$ cat src/rtl/keypad_scan_rx.sv
// keypad_scan_rx: scans a 4x4 active-low hex keypad, debounces press/release, hands digits over valid/ack and keeps the last eight in entry.
module keypad_scan_rx #(
  parameter int SCAN_HOLD       = 4,
  parameter int DEBOUNCE_CYCLES = 8
) (
  input  logic        new_clk,
  input  logic        rst,
  output logic [3:0]  col,
  input  logic [3:0]  row,
  output logic [3:0]  key_code,
  output logic        key_valid,
  input  logic        key_ack,
  output logic [31:0] entry,
  input  logic        entry_clr,
  output logic        overrun
);
  localparam int HW = $clog2(SCAN_HOLD);
  localparam int DW = DEBOUNCE_CYCLES > 1 ? $clog2(DEBOUNCE_CYCLES) : 1;
  // nibble {row,col} holds the hex digit printed on that key
  localparam logic [63:0] KEY_MAP = 64'hDF0E_C987_B654_A321;
  typedef enum logic [1:0] {SCAN, DEBOUNCE, PRESSED} state_t;
  state_t state;
  logic [3:0] row_m, row_s, code;
  logic [1:0] cidx, ridx, low_row;
  logic [HW-1:0] hold_cnt;
  logic [DW-1:0] deb_cnt;
  logic bit_low, deb_end, accept, drop;
  always_comb begin
    bit_low = !row_s[ridx];
    deb_end = deb_cnt == DW'(DEBOUNCE_CYCLES - 1);
    accept  = state == DEBOUNCE && bit_low && deb_end;
    drop    = accept && key_valid && !key_ack;
    code    = KEY_MAP[{ridx, cidx, 2'b00} +: 4];
    low_row = !row_s[0] ? 2'd0 : !row_s[1] ? 2'd1 : !row_s[2] ? 2'd2 : 2'd3;
  end
  always_ff @(posedge new_clk) begin
    if (rst) begin
      state     <= SCAN;
      row_m     <= 4'hF;
      row_s     <= 4'hF;
      col       <= 4'b1110;
      cidx      <= 2'd0;
      ridx      <= 2'd0;
      hold_cnt  <= '0;
      deb_cnt   <= '0;
      key_code  <= 4'h0;
      key_valid <= 1'b0;
      entry     <= 32'h0;
      overrun   <= 1'b0;
    end else begin
      row_m <= row;
      row_s <= row_m;
      case (state)
        SCAN:
          if (hold_cnt != HW'(SCAN_HOLD - 1)) hold_cnt <= hold_cnt + 1'b1;
          else if (&row_s) begin
            hold_cnt <= '0;
            col      <= {col[2:0], col[3]};
            cidx     <= cidx + 1'b1;
          end else begin
            hold_cnt <= '0;
            ridx     <= low_row;
            deb_cnt  <= '0;
            state    <= DEBOUNCE;
          end
        DEBOUNCE:
          if (!bit_low) begin
            state <= SCAN;
            col   <= {col[2:0], col[3]};
            cidx  <= cidx + 1'b1;
          end else if (deb_end) begin
            state   <= PRESSED;
            deb_cnt <= '0;
          end else deb_cnt <= deb_cnt + 1'b1;
        PRESSED:
          if (bit_low) deb_cnt <= '0;
          else if (deb_end) begin
            state <= SCAN;
            col   <= {col[2:0], col[3]};
            cidx  <= cidx + 1'b1;
          end else deb_cnt <= deb_cnt + 1'b1;
        default: state <= SCAN;
      endcase
      if (accept && !drop) begin
        key_code  <= code;
        key_valid <= 1'b1;
      end else if (key_ack) key_valid <= 1'b0;
      overrun <= drop | (overrun & !entry_clr);
      if (accept) entry <= {entry_clr ? 28'h0 : entry[27:0], code};
      else if (entry_clr) entry <= 32'h0;
    end
  end
endmodule

$ cat config.mk
export PLATFORM = sky130hd
export DESIGN_NAME = keypad_scan_rx
export DESIGN_NICKNAME = d
export VERILOG_FILES = /design/src/rtl/keypad_scan_rx.sv
export SDC_FILE = /design/constraint.sdc
export NUM_CORES = 1
export LEC_CHECK = 0
export BUFFER_PORTS_ARGS = -buffer_cell sky130_fd_sc_hd__buf_2
export CAP_MARGIN = 20
export CORE_MARGIN = 2
export CORE_UTILIZATION = 41
export CTS_BUF_LIST = sky130_fd_sc_hd__clkbuf_4 sky130_fd_sc_hd__clkbuf_8
export CTS_CLUSTER_SIZE = 40
export DETAILED_ROUTE_END_ITERATION = 6
export HOLD_SLACK_MARGIN = 0.02
export PLACE_DENSITY_LB_ADDON = 0.3
export SYNTH_ARGS = -nofsm -noshare
export SYNTH_HDL_FRONTEND = slang
export SYNTH_SLANG_ARGS = --single-unit
$ cat constraint.sdc
create_clock -name new_clk -period 3.7 [get_ports new_clk]
set_input_delay 0.37 -clock new_clk [delete_from_list [all_inputs] [get_ports new_clk]]
set_output_delay 0.37 -clock new_clk [all_outputs]
set_load 0.02 [all_outputs]
# After elaboration in Yosys (flattened, before gate mapping)
# Cells that the tools add are included.
# Widths: inputs -> output; s select.
classes:
  reduce_logical: 18
  n_lt_le_gt_ge: 1
  n_mux: 37
  shifts: 1
  add_sub_neg: 3
  n_bitwise: 4
  n_eq_ne: 13
ops:
  columns: ["cell", "count"]
  rows:
  - ["$mux 32", 2]
  - ["$shiftx 64x7->4 const A", 1]
  - ["$mux 2", 14]
  - ["$mux 28", 1]
  - ["$mux 4", 5]
  - ["$mux 3", 6]
  - ["$ne 2x2->1 const B", 7]
  - ["$pmux 2 s3", 2]
  - ["$pmux 4 s3", 1]
  - ["$reduce_and 5->1", 2]
  - ["$pmux 3 s3", 1]
  - ["$reduce_and 6->1", 1]
  - ["$logic_and 1x1->1", 5]
  - ["$add 2x1->2 const B", 2]
  - ["$logic_not 1->1", 4]
  - ["$mux 1", 4]
  - ["$reduce_and 4->1", 1]
  - ["$reduce_bool 2->1", 2]
  - ["$add 3x1->3 const B", 1]
  - ["$eq 3x3->1 const B", 1]
  - ["$lt 2x3->1 const B", 1]
  - ["$ne 3x2->1 const B", 1]
  - ["$ne 3x3->1 const B", 1]
  - ["$reduce_and 3->1", 1]
  - ["other kinds (9)", 10]
word_totals:
  out_inout_bits: 42
  regBits: 61
  input_bits: 8

# Longest topological paths before layout
# Gate-level depths: netlist (run 1).
logic_depth:
  ltp_word: 10
  depth_mapped: 8
  depth_no_buf: 6

# Least setup slack after synthesis (run 1)
# OpenSTA, ideal clock, no wires.
synth_timing:
  path_type: "register to register"
  from: "register state[0]"
  to: "register cidx[0]"
  arrival_ns: 1.922
  setup_slack_ns: 1.655
  setup_ns: 0.123
  n_path_buf: 1
  path_stages_with_launch: 8
  synth_period_minus_slack_ns: 2.045
  cell_sequence: "dfxtp_1 -> inv_1 -> ha_1 -> clkbuf_1 -> nor2b_1 -> a2111o_1 -> o32ai_4 -> mux2_1"
synth_between:
  elab_chain_cells: 3
  word_cells_on_any_way: 11
  cone_classes: "7 x eq/ne; 1 x mux; 3 x reduce/logical"
synth_rtl:
  columns: ["item", "line", "text"]
  rows:
  - ["start: declaration", "22", "state_t state;"]
  - ["start signal: assignment", "38", "state <= SCAN;"]
  - ["start signal: assignment", "64", "state <= DEBOUNCE;"]
  - ["start signal: assignment", "68", "state <= SCAN;"]
  - ["$eq 2x2->1 (tied with other cells)", "53", "case (state)"]
  - ["$ne 2x2->1 (no source line) (tied with other cells)", null, null]
  - ["$reduce_and 6->1 (no source line)", null, null]
  - ["end signal: assignment", "59", "cidx <= cidx + 1'b1;"]
  - ["end signal: assignment", "70", "cidx <= cidx + 1'b1;"]
  - ["end signal: assignment", "80", "cidx <= cidx + 1'b1;"]
  - ["end: declaration", "24", "logic [1:0] cidx, ridx, low_row;"]
# Parallel ways exist; a longest one is shown, timed or not.
# A chain may end at the register's enable or synchronous reset.

# Worst setup path in the final report (run 1)
layout_timing:
  from: "register ridx[1]"
  to: "register key_code[0]"
layout_between:
  elab_chain_cells: 9
  word_cells_on_any_way: 10
  cone_classes: "1 x shift; 2 x mux; 7 x reduce/logical"
layout_rtl:
  columns: ["item", "line", "text"]
  rows:
  - ["start: declaration", "24", null]
  - ["start signal: assignment", "62", "ridx <= low_row;"]
  - ["$bmux 1 s2", "29", "bit_low = !row_s[ridx];"]
  - ["$mux 1 (implied by the code)", "29", null]
  - ["$logic_not 1->1", "29", null]
  - ["$logic_and 1x1->1 (2 in a row)", "31", "accept = state == DEBOUNCE && bit_low && deb_end;"]
  - ["$logic_and 1x1->1 (2 in a row)", "32", "drop = accept && key_valid && !key_ack;"]
  - ["$logic_not 1->1", "84", "if (accept && !drop) begin"]
  - ["$logic_and 1x1->1", "84", null]
  - ["end signal: assignment", "85", "key_code <= code;"]
  - ["end: declaration", "10", "output logic [3:0] key_code,"]
# Parallel ways exist; a longest one is shown, timed or not. The select of a mux whose other input is x is not followed.

==> flow_summary.yaml, run 1 <==
worst_setup_path:
  start_kind: "flop"
  reg2reg_from: "ridx[1]$_SDFFE_PP0P_"
  cp_num_buf_inv: 1
  slowest_delay_ns: 0.70
  critPathTopFamily: "multiplexers"
  crit_fanout: 33
  endpoint_kind: "flop"
  cp.required_ns: 3.90
  crit_chain: "mux4_2 > or3_1 > buf_16 > o21ai_0 > a21oi_1"
  r2r_end: "key_code[0]$_SDFFE_PP0P_"
  critPathArrivalTime_ns: 2.52
  crit_cells: 5
  r2r_cells: 5
  path_class: "reg -> reg"
  cpMaxStageDelayCell: "mux4_2"
  r2r_slack_ns: 1.38
route:
  wirelength_mm: 5.047
  post_drt_via_cell_ratio: 4.972
  wl_per_cell_um: 11.93
  postRouteAntennaNets: 0
  drtIter0Drc: 57
  via_count: 2103
  first_pass_iters: 4
  drc: 0
sta:
  grt_setup_unrepaired: "no"
  finalSetupViolations: 0
  tns_ns: 0
  drv_slew: 0
  hold_viol: 0
  worstMarginPinSlew_ns: 0.5318
  fin_crit_sh_pct: 62.59
  holdWs_ns: 0.2091
  relSlewSlack_pct: 64.54
  fin_skew_ns: 0.005261
  fmax_mhz: 431.8
  period_needed_ns: 2.316
finish:
  layout-drive-gt1-share_pct: 24.86
  n_antenna_cell: 0
  most-common-layout-cells: "73 x nand2_1, 61 x dfxtp_1, 49 x buf_2"
  multi_input_area_um2: 1276
  layout_commonest_cell: "nand2_1"
  regArea_um2: 1221
  num-fill-cells: 602
  nets: 361
  area_delta_synth_final_pct: 20.36
  final_area_um2: 3151
synthesis:
  synth_xor_area_share_pct: 0
  synth.cell_area_um2: 2618
  ys_seq_area_share_pct: 46.65
  synth_edf_count: 0
  synthAdderAreaFrac_pct: 5.736
  synthCells: 296
  avgSynthCellArea_um2: 8.843
  ys_ff_latch: 61
  synth_compound_area_share_pct: 12.91
  synth_cell_types: 37
  synthMuxAreaShare_pct: 8.317
  synth.yosys.warnings: 0
  synth_top_family_by_area: "simple AND/OR/NAND/NOR gates"
  synth_fp_nets: 316
  synthArstFlopShare_pct: 0
  yosys.area_share.simple_pct: 21.56
  synth-main-ff-cell: "dfxtp_1"
global_routing:
  grt_busiest_layer: "met2"
  met2_usage_pct: 24.73
  groute.usage.overall_pct: 15.01
  use_met1_pct: 17.17
  overflow: 0
  use_met3_pct: 5.440
  grt_pass1_vias: 1944
  grt_pass1_wl_mm: 8.542
  grt_max_degree: 35
  antenna_found_initial: 0
power:
  power_density_nw_per_um2: 513.8
  ir_worst_vdd_mv: 0.2517
  finalPower_mw: 1.619
  power.leakage_nw: 1.313
floorplanning:
  die_w_um: 83.90
  die_y_um: 83.90
  num_io_pins: 50
  num_rows: 29
  start_util_pct: 41.70
  core_um2: 6277
  dieArea_um2: 7039
clock_tree:
  clk_latency_ns: 0.34
  cts_root_buf: "clkbuf_8"
  post_cts_buffers: 0
  tritoncts: "yes"
  clock-sinks: 61
  clkTransAtPathRegs_ns: 0.07
  cts-resized-gates: 0
  max-clock-path-buffers: 2
  cts_buffers: 9
  cts-hold-fix-buffers: 0
  htreeDepth: 3
place:
  io_buffers: 49
  place_congestion: 0.7402
  dp_hpwl_mm: 3.396
  place_area_um2: 2880
hold_path:
  hp-start: "row[3]"
  min_path_cells: 2
  holdCritPathClass: "in -> reg"
  hold_end: "row_m[3]$_SDFF_PP1_"
job:
  max_cap_violations: 0
run_status:
  status: "complete, no violations"
-- area by class of cell --
type                            count  area share [%]
Clock buffer                       12           5.242
Clock inverter                      4           2.462
Inverter                            9           1.072
Multi-Input combinational cell    209           40.51
Sequential cell                    61           38.76
Tap cell                           77           3.058
Timing Repair Buffer               51           8.896
-- synthesized netlist by cell type (2+ instances only) --
| library cell | instances | area, µm² |
|---|---|---|
| a211o_1 | 2 | 17.52 |
| a211oi_1 | 2 | 15.01 |
| a21boi_0 | 2 | 15.01 |
| a21o_1 | 2 | 15.01 |
| a21oi_1 | 38 | 190.2 |
| buf_2 | 5 | 25.02 |
| buf_6 | 3 | 33.78 |
| clkbuf_1 | 8 | 30.03 |
| dfxtp_1 | 61 | 1221 |
| ha_1 | 12 | 150.1 |
| inv_1 | 9 | 33.78 |
| mux2_2 | 3 | 33.78 |
| mux2i_1 | 15 | 150.1 |
| nand2_1 | 73 | 274.0 |
| nand3b_1 | 4 | 30.03 |
| nand4_1 | 2 | 12.51 |
| nor2_1 | 15 | 56.30 |
| nor2b_1 | 5 | 31.28 |
| nor3_1 | 4 | 20.02 |
| o21ai_0 | 4 | 20.02 |
| or2_2 | 11 | 68.82 |
-- stage by stage --
step | util (%) | cells | worst slack, ns
3_5_place_dp | 45.88 | 406 | 1.072
3_3_place_gp | 45.88 | 406 | 1.122
4_1_cts | 49.75 | 422 | 1.074
5_1_grt | 50.19 | 423 | 1.213
2_1_floorplan | - | 296 | 1.655
6_report | 50.19 | 423 | 1.384
-- worst reg2reg max path, cell delays in order, from the launching register on --
cell and delay, ns:
dfxtp_1 0.57, mux4_2 0.70, or3_1 0.45, buf_16 0.21
o21ai_0 0.17, a21oi_1 0.08
-- sequential cells by signal, indices dropped and copies added (netlist names) --
name       flops
ridx           2
row_m          4
key_code       4
overrun        1
key_valid      1
col            4
cidx           2
entry         32
deb_cnt        3
row_s          4
hold_cnt       2
state          2
-- worst max path at each step --
stage / from / endpoint / slack (ns)
after global routing: ridx[1]$_SDFFE_PP0P_ / key_code[0]$_SDFFE_PP0P_ / 1.21
after detailed placement: ridx[1]$_SDFFE_PP0P_ / key_code[0]$_SDFFE_PP0P_ / 1.07
after CTS: ridx[1]$_SDFFE_PP0P_ / key_code[0]$_SDFFE_PP0P_ / 1.07
final: ridx[1]$_SDFFE_PP0P_ / key_code[0]$_SDFFE_PP0P_ / 1.38
after floorplan: state[0]$_SDFFE_PP0P_ / cidx[0]$_SDFFE_PP0P_ / 1.66
after global placement: ridx[1]$_SDFFE_PP0P_ / key_code[0]$_SDFFE_PP0P_ / 1.12
-- power by group --
group	internal (mW)	switching, mW	total, mW
registers	0.686	0.0263	0.712
clock network	0.438	0.262	0.700
logic	0.0907	0.116	0.207
-- metal layers --
layer	wire, µm	vias to the layer above
met3	266	13
met2	2438	41
met5	0	-
met4	129	0
met1	2213	968
li1	-	1081
-- cells by family after synthesis --
family / after synthesis
flip-flops: 61
AND/OR/NAND/NOR: 122
multiplexers: 20
adder cells (fa/ha/maj): 12
buffers and inverters: 26
AO/OA/AOI/OAI: 55
Power figures use the tool's default switching activity.
==> run 2: changes to the inputs <==
==> constraint.sdc (replaced) <==
create_clock -name new_clk -period 2.2 [get_ports new_clk]
set_input_delay 0.22 -clock new_clk [delete_from_list [all_inputs] [get_ports new_clk]]
set_output_delay 0.22 -clock new_clk [all_outputs]
set_load 0.02 [all_outputs]
==> run 2 against run 1 <==
  * Cell count increased by 1.4%
  * Clock power up 74%
  * Clock skew up 0.0050 ns
  * Global-route usage up 0.28 points
  * Non-clock buffer count rose by 6
  * Power grew 73%
  * First-iteration DRC count fell by 30%
  * Sequential power is 69% higher
  * Combinational power grew 84%
  * Register-to-register slack got worse by 1.2 ns
==> flow_summary.yaml, run 2 (synthesized netlist as in run 1, its figures left out) <==
worst_setup_path:
  endpoint_kind: "flop"
  cp.required_ns: 2.47
  path_class: "reg -> reg"
  crit_chain: "inv_1 > ha_1 > nor2b_1 > a2111o_1 > o32ai_4 > buf_4 > mux2i_1"
  critPathTopFamily: "compound AO/OA/AOI/OAI gates"
  start_kind: "flop"
  cpMaxStageDelayCell: "a2111o_1"
  cp_num_buf_inv: 2
  crit_fanout: 8
  critPathArrivalTime_ns: 2.26
  slowest_delay_ns: 0.43
route:
  first_pass_iters: 4
  drc: 0
  post_drt_via_cell_ratio: 4.993
  postRouteAntennaNets: 0
  wl_per_cell_um: 12.10
  drtIter0Drc: 40
  via_count: 2142
  wirelength_mm: 5.192
global_routing:
  use_met3_pct: 4.847
  grt_pass1_wl_mm: 8.687
  antenna_found_initial: 0
  grt_pass1_vias: 2025
  use_met1_pct: 16.52
  grt_max_degree: 34
  groute.usage.overall_pct: 15.28
  met2_usage_pct: 27.05
  overflow: 0
  grt_busiest_layer: "met2"
sta:
  worstMarginPinSlew_ns: 0.5369
  hold_viol: 0
  tns_ns: 0
  fmax_mhz: 503.3
  drv_slew: 0
  fin_crit_sh_pct: 90.32
  finalSetupViolations: 0
  fin_skew_ns: 0.01030
  period_needed_ns: 1.987
  grt_setup_unrepaired: "no"
  relSlewSlack_pct: 64.21
power:
  power.leakage_nw: 1.339
  power_density_nw_per_um2: 877.4
  finalPower_mw: 2.802
  ir_worst_vdd_mv: 0.4487
floorplanning:
  die_y_um: 83.90
  die_w_um: 83.90
  core_um2: 6277
  start_util_pct: 41.70
  dieArea_um2: 7039
  num_io_pins: 50
  num_rows: 29
finish:
  n_antenna_cell: 0
  most-common-layout-cells: "73 x nand2_1, 61 x dfxtp_1, 49 x buf_2"
  layout-drive-gt1-share_pct: 26.14
  max_flop_register: "entry"
  num-fill-cells: 608
  layout_commonest_cell: "nand2_1"
  largest_register_ffs: 32
  area_delta_synth_final_pct: 21.99
  nets: 367
clock_tree:
  htreeDepth: 3
  cts_root_buf: "clkbuf_8"
  cts-hold-fix-buffers: 0
  max-clock-path-buffers: 2
  clk_latency_ns: 0.34
  tritoncts: "yes"
  cts-resized-gates: 0
  post_cts_buffers: 0
  clock-sinks: 61
  clkTransAtPathRegs_ns: 0.06
  cts_buffers: 9
place:
  place_congestion: 0.7818
  dp_hpwl_mm: 3.666
  io_buffers: 49
run_status:
  status: "complete, no violations"
hold_path:
  holdCritPathClass: "in -> reg"
job:
  max_cap_violations: 0
## run 2: cell count changes in the layout (fill, tap and decap cells not counted), sizes merged
cell and delta:
buf +6, bufinv +1, inv -1
## run 2: power breakdown
| group | total (mW) | leakage [nW] | internal, mW | switching (mW) |
|---|---|---|---|---|
| sequential | 1.20 | 0.494 | 1.15 | 0.0439 |
| clock | 1.22 | 0.127 | 0.807 | 0.417 |
| combinational | 0.380 | 0.717 | 0.171 | 0.209 |
## run 2: final cells by class
| class | instances | area, µm² | share of cell area, % |
|---|---|---|---|
| Inverter | 9 | 33.78 | 1.058 |
| Multi-Input combinational cell | 209 | 1276 | 39.97 |
| Sequential cell | 61 | 1221 | 38.24 |
| Timing Repair Buffer | 57 | 317.8 | 9.953 |
| Tap cell | 77 | 96.34 | 3.017 |
| Clock buffer | 12 | 152.6 | 4.781 |
| Clock inverter | 4 | 95.09 | 2.978 |
## run 2: path summary, 6_finish.rpt
kind	slack, ns	depth (start not counted)	endpoint	from
worst max-delay path	0.21	7	col[0]$_SDFFE_PP0P_	state[0]$_SDFFE_PP0P_
worst min-delay path	0.06	2	row_m[3]$_SDFF_PP1_	row[3]
worst max register to register	0.21	7	col[0]$_SDFFE_PP0P_	state[0]$_SDFFE_PP0P_
worst min register to register	0.41	1	row_s[1]$_SDFF_PP1_	row_m[1]$_SDFF_PP1_
## run 2: layer usage
| layer | vias up | part of all wire, % |
|---|---|---|
| li1 | 1085 | - |
| met1 | 1009 | 43 |
| met2 | 37 | 50 |
| met3 | 11 | 4.3 |
| met4 | 0 | 2.6 |
| met5 | - | 0 |
## run 2: per-stage QoR
stage | instances | utilization (%) | setup slack, ns | hold slack [ns] | area [µm²]
4_1_cts | 429 | 50.87 | 0.1891 | 0.05142 | 3193
3_3_place_gp | 413 | 46.92 | 0.2961 | 0.3944 | 2945
2_1_floorplan | 296 | - | 0.1551 | 0.3238 | 2618
3_5_place_dp | 413 | 46.92 | 0.2121 | 0.3933 | 2945
5_1_grt | 429 | 50.87 | 0.08321 | 0.06319 | 3193
6_report | 429 | 50.87 | 0.2130 | 0.05837 | 3193
